--- config.mk ---
export PLATFORM = sky130hd
export DESIGN_NAME = ls161_sequencer
export DESIGN_NICKNAME = d
export VERILOG_FILES = /design/src/rtl/ls161_seq_pkg.sv /design/src/rtl/ls161_tc_detect.sv /design/src/rtl/ls161_sequencer.sv
export SDC_FILE = /design/constraint.sdc
export NUM_CORES = 1
export LEC_CHECK = 0
export ABC_CLOCK_PERIOD_IN_PS = 1850
export CAP_MARGIN = 20
export CORE_MARGIN = 4
export CORE_UTILIZATION = 35
export DETAILED_ROUTE_END_ITERATION = 7
export PLACE_DENSITY = 0.77
export SYNTH_ARGS = -nofsm -noshare
export SYNTH_HDL_FRONTEND = slang
export SYNTH_SLANG_ARGS = --single-unit
export TNS_END_PERCENT = 30
--- constraint.sdc ---
create_clock -name CLK -period 1.85 [get_ports CLK]
set_clock_uncertainty 0.1 [all_clocks]
set_input_delay 0.555 -clock CLK [delete_from_list [all_inputs] [get_ports CLK]]
set_output_delay 0.555 -clock CLK [all_outputs]
set_load 0.01 [all_outputs]
--- src/rtl/ls161_seq_pkg.sv ---
// Shared types and helpers for the LS161 counter-chain sequencer.
package ls161_seq_pkg;

  localparam int STAGE_W = 4;
  localparam int MAX_W   = 64;

  typedef enum logic [1:0] {
    IDLE = 2'd0,
    LOAD = 2'd1,
    RUN  = 2'd2
  } seq_state_e;

  // Terminal-count value of a chain with the given number of stages, zero-extended to MAX_W.
  function automatic logic [MAX_W-1:0] all_ones_value(input int stages);
    logic [MAX_W-1:0] v;
    v = {MAX_W{1'b0}};
    for (int i = 0; i < MAX_W; i++) begin
      if (i < stages * STAGE_W) begin
        v[i] = 1'b1;
      end else begin
        v[i] = 1'b0;
      end
    end
    return v;
  endfunction

endpackage

--- src/rtl/ls161_tc_detect.sv ---
// W-bit terminal-count comparator: flags when the chain Q bus is all ones.
module ls161_tc_detect
  import ls161_seq_pkg::*;
#(
  parameter int W = 8
) (
  input  logic [W-1:0] cnt_q,
  output logic         is_terminal
);

  localparam logic [W-1:0] TERM_VAL = W'(all_ones_value(W / STAGE_W));

  assign is_terminal = (cnt_q == TERM_VAL);

endmodule

--- src/rtl/ls161_sequencer.sv ---
// Sequencer for a cascade of LS161-style counters (load, run, terminal handling).
// Optional WRAPS saturating TC counter is enabled by defining LS161_SEQ_WRAPCNT_EN.
module ls161_sequencer
  import ls161_seq_pkg::*;
#(
  parameter int STAGES = 2
) (
  input  logic                        CLK,
  input  logic                        RST,
  input  logic                        START,
  input  logic                        STOP,
  input  logic                        MODE,
  input  logic [STAGES*STAGE_W-1:0]   PRESET,
  output logic                        READY,
  output logic                        BUSY,
  output logic                        TC,
  input  logic [STAGES*STAGE_W-1:0]   CNT_Q,
  output logic [STAGES*STAGE_W-1:0]   CNT_D,
  output logic                        CNT_CLR_n,
  output logic                        CNT_LOAD_n,
  output logic                        CNT_ENP,
`ifdef LS161_SEQ_WRAPCNT_EN
  output logic [7:0]                  WRAPS,
`endif
  output logic                        CNT_ENT
);

  localparam int W = STAGES * STAGE_W;

  seq_state_e     state_r;
  seq_state_e     next_state_s;
  logic           mode_r;
  logic [W-1:0]   cnt_d_r;
  logic           tc_r;
  logic           clr_n_r;
  logic           tc_set_s;
  logic           load_n_s;
  logic           en_s;
  logic           term_s;
  logic           start_acc_s;

  ls161_tc_detect #(.W(W)) u_tc_detect (
    .cnt_q       (CNT_Q),
    .is_terminal (term_s)
  );

  assign start_acc_s = (state_r == IDLE) && START;

  // Next state and chain control; in RUN the load/enable pins follow CNT_Q combinationally.
  always_comb begin
    next_state_s = state_r;
    load_n_s     = 1'b1;
    en_s         = 1'b0;
    tc_set_s     = 1'b0;
    case (state_r)
      IDLE: begin
        if (START) begin
          next_state_s = LOAD;
        end else begin
          next_state_s = IDLE;
        end
      end
      LOAD: begin
        load_n_s = 1'b0;
        if (STOP) begin
          next_state_s = IDLE;
        end else begin
          next_state_s = RUN;
        end
      end
      RUN: begin
        if (STOP) begin
          next_state_s = IDLE;
        end else if (term_s) begin
          tc_set_s = 1'b1;
          if (mode_r) begin
            // Load has priority over count inside the LS161, so enables may stay high.
            load_n_s     = 1'b0;
            en_s         = 1'b1;
            next_state_s = RUN;
          end else begin
            next_state_s = IDLE;
          end
        end else begin
          en_s         = 1'b1;
          next_state_s = RUN;
        end
      end
      default: begin
        next_state_s = IDLE;
      end
    endcase
  end

  // State, latched job parameters, TC pulse and the post-reset chain clear.
  always_ff @(posedge CLK or posedge RST) begin
    if (RST) begin
      state_r <= IDLE;
      mode_r  <= 1'b0;
      cnt_d_r <= {W{1'b0}};
      tc_r    <= 1'b0;
      clr_n_r <= 1'b0;
    end else begin
      state_r <= next_state_s;
      tc_r    <= tc_set_s;
      clr_n_r <= 1'b1;
      if (start_acc_s) begin
        cnt_d_r <= PRESET;
        mode_r  <= MODE;
      end else begin
        cnt_d_r <= cnt_d_r;
        mode_r  <= mode_r;
      end
    end
  end

`ifdef LS161_SEQ_WRAPCNT_EN
  logic [7:0] wraps_r;

  // Saturating count of TC events, restarted by each accepted START.
  always_ff @(posedge CLK or posedge RST) begin
    if (RST) begin
      wraps_r <= 8'd0;
    end else if (start_acc_s) begin
      wraps_r <= 8'd0;
    end else if (tc_set_s && (wraps_r != 8'd255)) begin
      wraps_r <= wraps_r + 8'd1;
    end else begin
      wraps_r <= wraps_r;
    end
  end

  assign WRAPS = wraps_r;
`endif

  assign READY      = (state_r == IDLE);
  assign BUSY       = (state_r == LOAD) || (state_r == RUN);
  assign TC         = tc_r;
  assign CNT_D      = cnt_d_r;
  assign CNT_CLR_n  = clr_n_r;
  assign CNT_LOAD_n = load_n_s;
  assign CNT_ENP    = en_s;
  assign CNT_ENT    = en_s;

endmodule

==> results.cfg, run 1 <==
[status]
status = finished, violations left
violations = negative setup slack

[die]
num_rows = 14
io_pins = 36
die_h_um = 48.9
die_w_um = 48.9
die_area_um2 = 2390
core-area_um2 = 1540
start_util = 0.380

[global_route]
first_global_vias = 609
antenna_found_initial = 0
grt_max_degree = 14
grt_overflow = 0
grt_pass1_wl_um = 2680
track_usage = 0.145

[cells_and_area]
drive_above_1_share = 0.526
fillers = 111
fin_nets = 123
area_delta_synth_final_pct = 94.2
final_core_util = 0.738
final_cells = 113
n_antenna_cell = 0

[synthesis]
ys_seq_elements = 13
ys_types = 14
syn_nets = 69
syn_inst = 44
ys_warn_count = 0
syn_area_um2 = 586
syn_avg_cell_area_um2 = 13.3
seq_area_frac_synth = 0.556

[critical_path]
crit_type = flip-flop to primary output
start_kind = flip-flop
crit_required_ps = 1190
critical_path_arrival_ps = 1430
end_kind = primary output
cp_max_fo = 2
r2r_cells = 6

[timing]
fin_crit_ps = 2090
setup_viol = 4
slew_violations = 0
finalWorstSetupSlack_ps = -238
timing.setup.tns_ps = -515
min_period_over_period = 1.13
finalHoldViolations = 0
rsz0062_at_grt = true
fmax_mhz = 479

[place]
dpl.hpwl_um = 1180
numPortBuffers = 35
gp_congestion = 0.719
place_inst = 103

[clock_tree]
clockBufferDepth = 2
cts_root_buffer = clkbuf_4
cts_buffers = 3
h-tree-depth = 1
path_clk_slew_ps = 70
cts_tree = yes
clock_sinks = 13
insertion_delay_ps = 270

[route]
vias = 550
drtIter0Drc = 3
via_per_inst = 4.87
drc_errors = 0
drtPass1Iterations = 2
wirelength_um = 1710
wire_per_inst_um = 15.1
ant_nets = 0

[worst_hold_path]
whs_path_depth = 1
hold_class = flip-flop to flip-flop

[power_and_ir_drop]
leakagePower_nw = 0.570
power_w = 0.00104
vdd_drop_max_uv = 764
power_density_nw_per_um2 = 915

[flow_run]
maxCapViolations = 0
==> layout by cell type, fill, tap and decap left out, types with 2 or more instances in the layout <==
cell type | netlist | routed
inv_2 | 0 | 3
nor2_1 | 4 | 3
dfrtp_1 | 13 | 13
buf_2 | 0 | 8
mux2_2 | 9 | 9
ha_4 | 0 | 3
clkdlybuf4s50_1 | 0 | 16
clkbuf_4 | 0 | 3
buf_6 | 0 | 9
nand4_1 | 2 | 2
dlymetal6s2s_1 | 0 | 5
buf_4 | 1 | 11
==> metrics by stage <==
| step | area [um^2] | hold WS [ps] | setup slack, ps |
|---|---|---|---|
| 2_1_floorplan | 596 | 332 | 0.323 |
| 3_3_place_gp | 1030 | 385 | -783 |
| 3_5_place_dp | 1030 | 392 | -807 |
| 4_1_cts | 1100 | 409 | -218 |
| 5_1_grt | 1140 | 432 | -309 |
| 6_report | 1140 | 406 | -238 |
==> worst paths after layout <==
check / startpoint / end / slack, ps
setup reg to reg: state_r[1] / CNT_D[7] / 190
hold reg to reg: CNT_D[6] / CNT_D[6] / 410
max in group asynchronous: RST / CNT_CLR_n / 810
hold / removal: CNT_D[6] / CNT_D[6] / 410
setup / recovery: state_r[0] / CNT_LOAD_n / -240
min in group asynchronous: RST / CNT_D[4] / 510
==> final cells by class <==
class                           instances  area [um^2]  area share
Sequential cell                        13          325       0.286
Timing Repair Buffer                   50          455       0.400
Tap cell                               16         20.0      0.0176
Multi-Input combinational cell         26          295       0.260
Inverter                                4         15.0      0.0132
Clock buffer                            4         26.3      0.0231
==> state kept, by name (all words and copies together), names as in the netlist <==
signal / flops
TC: 1
CNT_CLR_n: 1
state_r: 2
CNT_D: 8
mode_r: 1
==> synth_stat cells, drive strengths merged <==
| master | instances | area [um^2] |
|---|---|---|
| nor2 | 4 | 15.0 |
| dfrtp | 13 | 325 |
| buf | 1 | 7.51 |
| conb | 1 | 3.75 |
| a41oi | 1 | 8.76 |
| ha | 4 | 50.1 |
| inv | 4 | 15.0 |
| a2111oi | 1 | 15.0 |
| and3 | 1 | 6.26 |
| mux2 | 9 | 101 |
| nand2 | 1 | 6.26 |
| and2b | 1 | 7.51 |
| o311a | 1 | 11.3 |
| nand4 | 2 | 12.5 |
==> repair_timing <==
| item | CTS | global route |
|---|---|---|
| pin swaps | 6 | 2 |
| gates resized for setup | 57 | 12 |
| endpoints found under the setup margin | 5 | 10 |
| hold buffers | 0 | 0 |
| hold endpoints to repair | 0 | 0 |
| setup buffers | 5 | 2 |
==> cell families after synthesis <==
family	synth area share
other cells	0.00640
mux	0.173
flops	0.556
fa+ha+maj	0.0855
compound gates	0.0598
simple gates	0.0812
buf+inv	0.0385
==> report_power, final <==
group / internal, W / switching, W / leakage [nW] / total, W
combinational: 0.000301 / 0.000176 / 0.398 / 0.000477
sequential: 0.000352 / 0.0000409 / 0.157 / 0.000393
clock: 0.0000836 / 0.0000863 / 0.0150 / 0.000170
==> routing by layer <==
layer  part of all wire  track usage  wire length, um  vias to the layer above
met4             0.0059       0.0404               10                        0
met1               0.33        0.140              556                      276
met5                  0            0                0                        -
met2               0.61        0.280             1050                       17
met3              0.053       0.0520               90                        2
li1                   -            -                -                      255
==> critical path: stages, from the launching register on <==
cell,delay [ps]
dfrtp_1,420
buf_6,140
ha_4,140
and2b_1,160
a41oi_2,140
buf_2,150
(Power assumes the default switching activity.)
==> run 2, diff against run 1 <==
--- a/config.mk
+++ b/config.mk
@@ -5,12 +5,14 @@
 export SDC_FILE = /design/constraint.sdc
 export NUM_CORES = 1
 export LEC_CHECK = 0
-export ABC_CLOCK_PERIOD_IN_PS = 1850
+export ABC_CLOCK_PERIOD_IN_PS = 1700
 export CAP_MARGIN = 20
+export CORE_ASPECT_RATIO = 0.8
 export CORE_MARGIN = 4
-export CORE_UTILIZATION = 35
+export CORE_UTILIZATION = 32
 export DETAILED_ROUTE_END_ITERATION = 7
-export PLACE_DENSITY = 0.77
+export GPL_TIMING_DRIVEN = 0
+export PLACE_DENSITY = 0.74
 export SYNTH_ARGS = -nofsm -noshare
 export SYNTH_HDL_FRONTEND = slang
 export SYNTH_SLANG_ARGS = --single-unit
==> constraint.sdc (replaced) <==
create_clock -name CLK -period 1.7 [get_ports CLK]
set_clock_uncertainty 0.1 [all_clocks]
set_input_delay 0.51 -clock CLK [delete_from_list [all_inputs] [get_ports CLK]]
set_output_delay 0.51 -clock CLK [all_outputs]
set_load 0.01 [all_outputs]
==> run 2 against run 1 <==
Net effect: the run still ends with negative setup slack left; critical path depth up 1; combinational power down 14%; die area up 8.0%; via count down 11%; non-clock buffer count down 9; final cell count down 2.7%; sequential cell count unchanged; first-iteration DRC count up 33%; register-to-register slack worse by 70 ps; core utilization down 12 points; clock power up 9%; worst setup slack worse by 110 ps; critical endpoint is now CNT_ENT.
==> results.cfg, run 2 (synthesis results as in run 1) <==
[critical_path]
crit_required_ps = 1090
critical_path_arrival_ps = 1440
start_kind = flip-flop
cp_max_fo = 4
end_kind = primary output
crit_type = flip-flop to primary output

[die]
io_pins = 36
die_h_um = 46.3
start_util = 0.350
die_area_um2 = 2580
core-area_um2 = 1680
num_rows = 13
die_w_um = 55.8

[global_route]
first_global_vias = 532
grt_pass1_wl_um = 2330
track_usage = 0.123
grt_max_degree = 14
antenna_found_initial = 0
grt_overflow = 0

[cells_and_area]
final_core_util = 0.621
drive_above_1_share = 0.477
area_delta_synth_final_pct = 77.8
n_antenna_cell = 0
layout_commonest_cell = dfrtp_1
fillers = 152
fin_nets = 114
largest_reg_flops = 8
mostFrequentLayoutCells = 13 x dfrtp_1, 11 x clkdlybuf4s50_1, 11 x dlygate4sd2_1
final_cells = 110

[timing]
timing.setup.tns_ps = -1220
slew_violations = 0
fin_crit_ps = 2050
hold-worst-slack_ps = 401
fmax_mhz = 489
finalHoldViolations = 0
rsz0062_at_grt = true
finalWorstSetupSlack_ps = -346
min_period_over_period = 1.20
setup_viol = 5

[flow_run]
maxCapViolations = 0

[place]
gp_congestion = 0.677
place_inst = 101
numPortBuffers = 35
dpl.hpwl_um = 1080

[route]
wire_per_inst_um = 13.1
routed.top_layer = met4
vias = 492
drtPass1Iterations = 2
ant_nets = 0
drtIter0Drc = 4
via_per_inst = 4.47
wirelength_um = 1450
route.met3.wl_um = 163
drc_errors = 0
wl_met2_um = 738
wl_met1_um = 528

[clock_tree]
clock_sinks = 13
h-tree-depth = 1
cts_root_buffer = clkbuf_4
clockBufferDepth = 2
cts_buffers = 3
cts_tree = yes
path_clk_slew_ps = 70
insertion_delay_ps = 270

[status]
violations = negative setup slack
status = finished, violations left

[worst_hold_path]
hold_class = flip-flop to flip-flop

[power_and_ir_drop]
vdd_drop_max_uv = 589
power_w = 0.00102
power_density_nw_per_um2 = 982
leakagePower_nw = 0.495
-- run 2: what timing repair did --
action | in CTS | in global routing
gates resized for setup | 71 | 2
buffers inserted | 3 | 2
endpoints found under the setup margin | 15 | 5
pin swaps | 5 | 2
hold buffers | 0 | 0
-- run 2: cell type report --
type / count / area [um^2] / area share
Timing Repair Buffer: 40 / 360 / 0.346
Sequential cell: 13 / 325 / 0.312
Multi-Input combinational cell: 26 / 275 / 0.264
Tap cell: 22 / 27.5 / 0.0264
Clock buffer: 4 / 26.3 / 0.0252
Inverter: 4 / 15.0 / 0.0144
Buffer: 1 / 11.3 / 0.0108
-- run 2: report_power, final --
| group | internal [W] | switching, W |
|---|---|---|
| registers | 0.000383 | 0.0000423 |
| logic | 0.000245 | 0.000166 |
| clock network | 0.0000910 | 0.0000943 |
| total | 0.000720 | 0.000303 |
-- run 2: routing by layer --
metal / vias to the layer above / track usage
met5: - / 0
met4: 0 / 0.0427
met3: 4 / 0.0840
met2: 17 / 0.231
met1: 232 / 0.108
li1: 239 / -
-- run 2: path summary, 6_finish.rpt --
check / startpoint / end / slack, ps / cells after the start
max in group asynchronous: RST / state_r[0] / 720 / 2
hold reg to reg: CNT_D[3] / CNT_D[3] / 400 / 1
setup / recovery: state_r[1] / CNT_ENT / -350 / 6
setup reg to reg: state_r[0] / CNT_D[3] / 120 / 5
min in group asynchronous: RST / CNT_D[0] / 460 / 2
hold / removal: CNT_D[3] / CNT_D[3] / 400 / 1
-- run 2: metrics by stage --
step	instance area (um^2)	setup slack (ps)
floorplan	599	-44.5
global placement	977	-973
detailed placement	977	-1030
CTS	1020	-334
global route	1040	-410
finish	1040	-346
-- run 2: worst max-delay path: stages, from the launching register on --
cell     delay [ps]
dfrtp_1         420
buf_6           140
ha_4            160
buf_6           110
o311a_4         110
buf_6           120
buf_6           110
==> run 3, diff against run 2 <==
--- a/config.mk
+++ b/config.mk
@@ -5,11 +5,12 @@
 export SDC_FILE = /design/constraint.sdc
 export NUM_CORES = 1
 export LEC_CHECK = 0
-export ABC_CLOCK_PERIOD_IN_PS = 1700
+export ABC_CLOCK_PERIOD_IN_PS = 1800
 export CAP_MARGIN = 20
 export CORE_ASPECT_RATIO = 0.8
 export CORE_MARGIN = 4
 export CORE_UTILIZATION = 32
+export CTS_BUF_LIST = sky130_fd_sc_hd__clkbuf_4 sky130_fd_sc_hd__clkbuf_8 sky130_fd_sc_hd__clkbuf_16
 export DETAILED_ROUTE_END_ITERATION = 7
 export GPL_TIMING_DRIVEN = 0
 export PLACE_DENSITY = 0.74
==> constraint.sdc (replaced) <==
create_clock -name CLK -period 1.8 [get_ports CLK]
set_clock_uncertainty 0.1 [all_clocks]
set_input_delay 0.54 -clock CLK [delete_from_list [all_inputs] [get_ports CLK]]
set_output_delay 0.54 -clock CLK [all_outputs]
set_load 0.01 [all_outputs]
==> run 3 against run 2 <==
Net effect: the run still ends with negative setup slack left; wire length shrank 1.8%; worst setup slack gained 100 ps; core utilization grew 2.8 points; critical path depth shrank 1; final cell count is the same; hold slack is essentially flat; non-clock buffer count is the same; sequential power shrank 5.9%; sequential share of layout area shrank 1.4 points; critical path type unchanged; largest cell class unchanged.
==> results.cfg, run 3 (synthesis results as in run 1) <==
[critical_path]
end_kind = primary output
cp_max_fo = 5
max_stage_delay_ps = 390
crit_cells = 5
r2r_cells = 4
worst-path-buf-inv = 2
critical_path_arrival_ps = 1400
critical_path.slowest_cell = dfrtp_1
crit_type = flip-flop to primary output
crit_chain = buf_6 > ha_4 > and2b_1 > a41oi_2 > buf_2
crit_required_ps = 1160
start_kind = flip-flop
cpLargestDelayFamily = flip-flops

[timing]
finalHoldViolations = 0
timing.setup.tns_ps = -889
fin_crit_ps = 2040
rsz0062_at_grt = true
fmax_mhz = 490
setup_viol = 5
min_period_over_period = 1.13
slew_violations = 0
finalWorstSetupSlack_ps = -242

[clock_tree]
cts_tree = yes
hold_buffers = 0
cts_buffers = 3
insertion_delay_ps = 270
path_clk_slew_ps = 70
clock_sinks = 13
h-tree-depth = 1
cts_root_buffer = clkbuf_4
clockBufferDepth = 2

[global_route]
track_usage = 0.121
first_global_vias = 524
grt_overflow = 0
grt_max_degree = 14
antenna_found_initial = 0
grt_pass1_wl_um = 2330

[worst_hold_path]
hold_class = flip-flop to flip-flop
whs_path_depth = 1

[die]
die_h_um = 46.3
core-area_um2 = 1680
start_util = 0.350
num_rows = 13
die_w_um = 55.8
io_pins = 36
die_area_um2 = 2580

[cells_and_area]
n_antenna_cell = 0
fillers = 141
layout_commonest_cell = dfrtp_1
area_delta_synth_final_pct = 85.9
final_core_util = 0.650
fin_nets = 114
drive_above_1_share = 0.443
mostFrequentLayoutCells = 13 x dfrtp_1, 12 x buf_6, 12 x clkdlybuf4s50_1
largest_reg_flops = 8

[place]
numPortBuffers = 35
dpl.hpwl_um = 1080
gp_congestion = 0.677

[power_and_ir_drop]
leakagePower_nw = 0.534
vdd_drop_max_uv = 554
power_w = 0.000971
power_density_nw_per_um2 = 892

[route]
ant_nets = 0
drc_errors = 0
wirelength_um = 1420
drtIter0Drc = 5
wire_per_inst_um = 12.9
via_per_inst = 4.53
drtPass1Iterations = 2
vias = 498

[flow_run]
maxCapViolations = 0

[status]
violations = negative setup slack
status = finished, violations left
run 3: cell types whose count changed in the layout (fill, tap and decap cells not counted), moves of 2 or more:
cell | previous run | this run
dlymetal6s2s_1 | 0 | 4
dlygate4sd2_1 | 11 | 8
ha_2 | 2 | 0
buf_6 | 10 | 12
buf_2 | 6 | 2
run 3: final cells by class:
type | instances | area (um^2) | area share
clock buffers | 4 | 30.0 | 0.0276
plain buffers | 1 | 11.3 | 0.0103
repair buffers | 40 | 397 | 0.364
inverters | 4 | 15.0 | 0.0138
multi-input cells | 26 | 283 | 0.260
flip-flops and latches | 13 | 325 | 0.299
well taps | 22 | 27.5 | 0.0253
run 3: timing repair:
action | in CTS | in global routing
setup buffers | 3 | 2
endpoints found under the setup margin | 10 | 9
pin swaps | 5 | 4
gates resized for setup | 58 | 9
endpoints found under the hold margin | 0 | 0
run 3: metrics by stage:
stage	worst slack (ps)	hold slack [ps]	area, um^2	instances
floorplan	-4.47	317	599	44
global placement	-933	386	977	101
detailed placement	-988	392	977	101
CTS	-256	406	1030	108
global route	-334	417	1090	110
finish	-242	401	1090	110
run 3: worst paths after layout:
kind                       startpoint  slack, ps         end
max                        state_r[1]       -240  CNT_LOAD_n
min                          CNT_D[3]        400    CNT_D[3]
max reg2reg                state_r[1]        310    CNT_D[3]
min reg2reg                  CNT_D[3]        400    CNT_D[3]
max in group asynchronous         RST        790  state_r[0]
min in group asynchronous         RST        490    CNT_D[0]
run 3: worst reg2reg max path, stage by stage, from the launching register on:
cell,delay [ps]
dfrtp_1,390
inv_1,110
ha_1,210
nand2_2,200
mux2_2,370
run 3: power breakdown:
| part | internal [W] | switching, W | total (W) |
|---|---|---|---|
| Clock | 0.000101 | 0.0000887 | 0.000190 |
| Combinational | 0.000228 | 0.000154 | 0.000382 |
| Sequential | 0.000362 | 0.0000377 | 0.000400 |
run 3: metal layers:
layer  wire, um  track usage  share of wire
met1        543        0.115           0.38
met3        148       0.0812           0.10
met4          0       0.0284              0
met5          0            0              0
met2        729        0.224           0.51
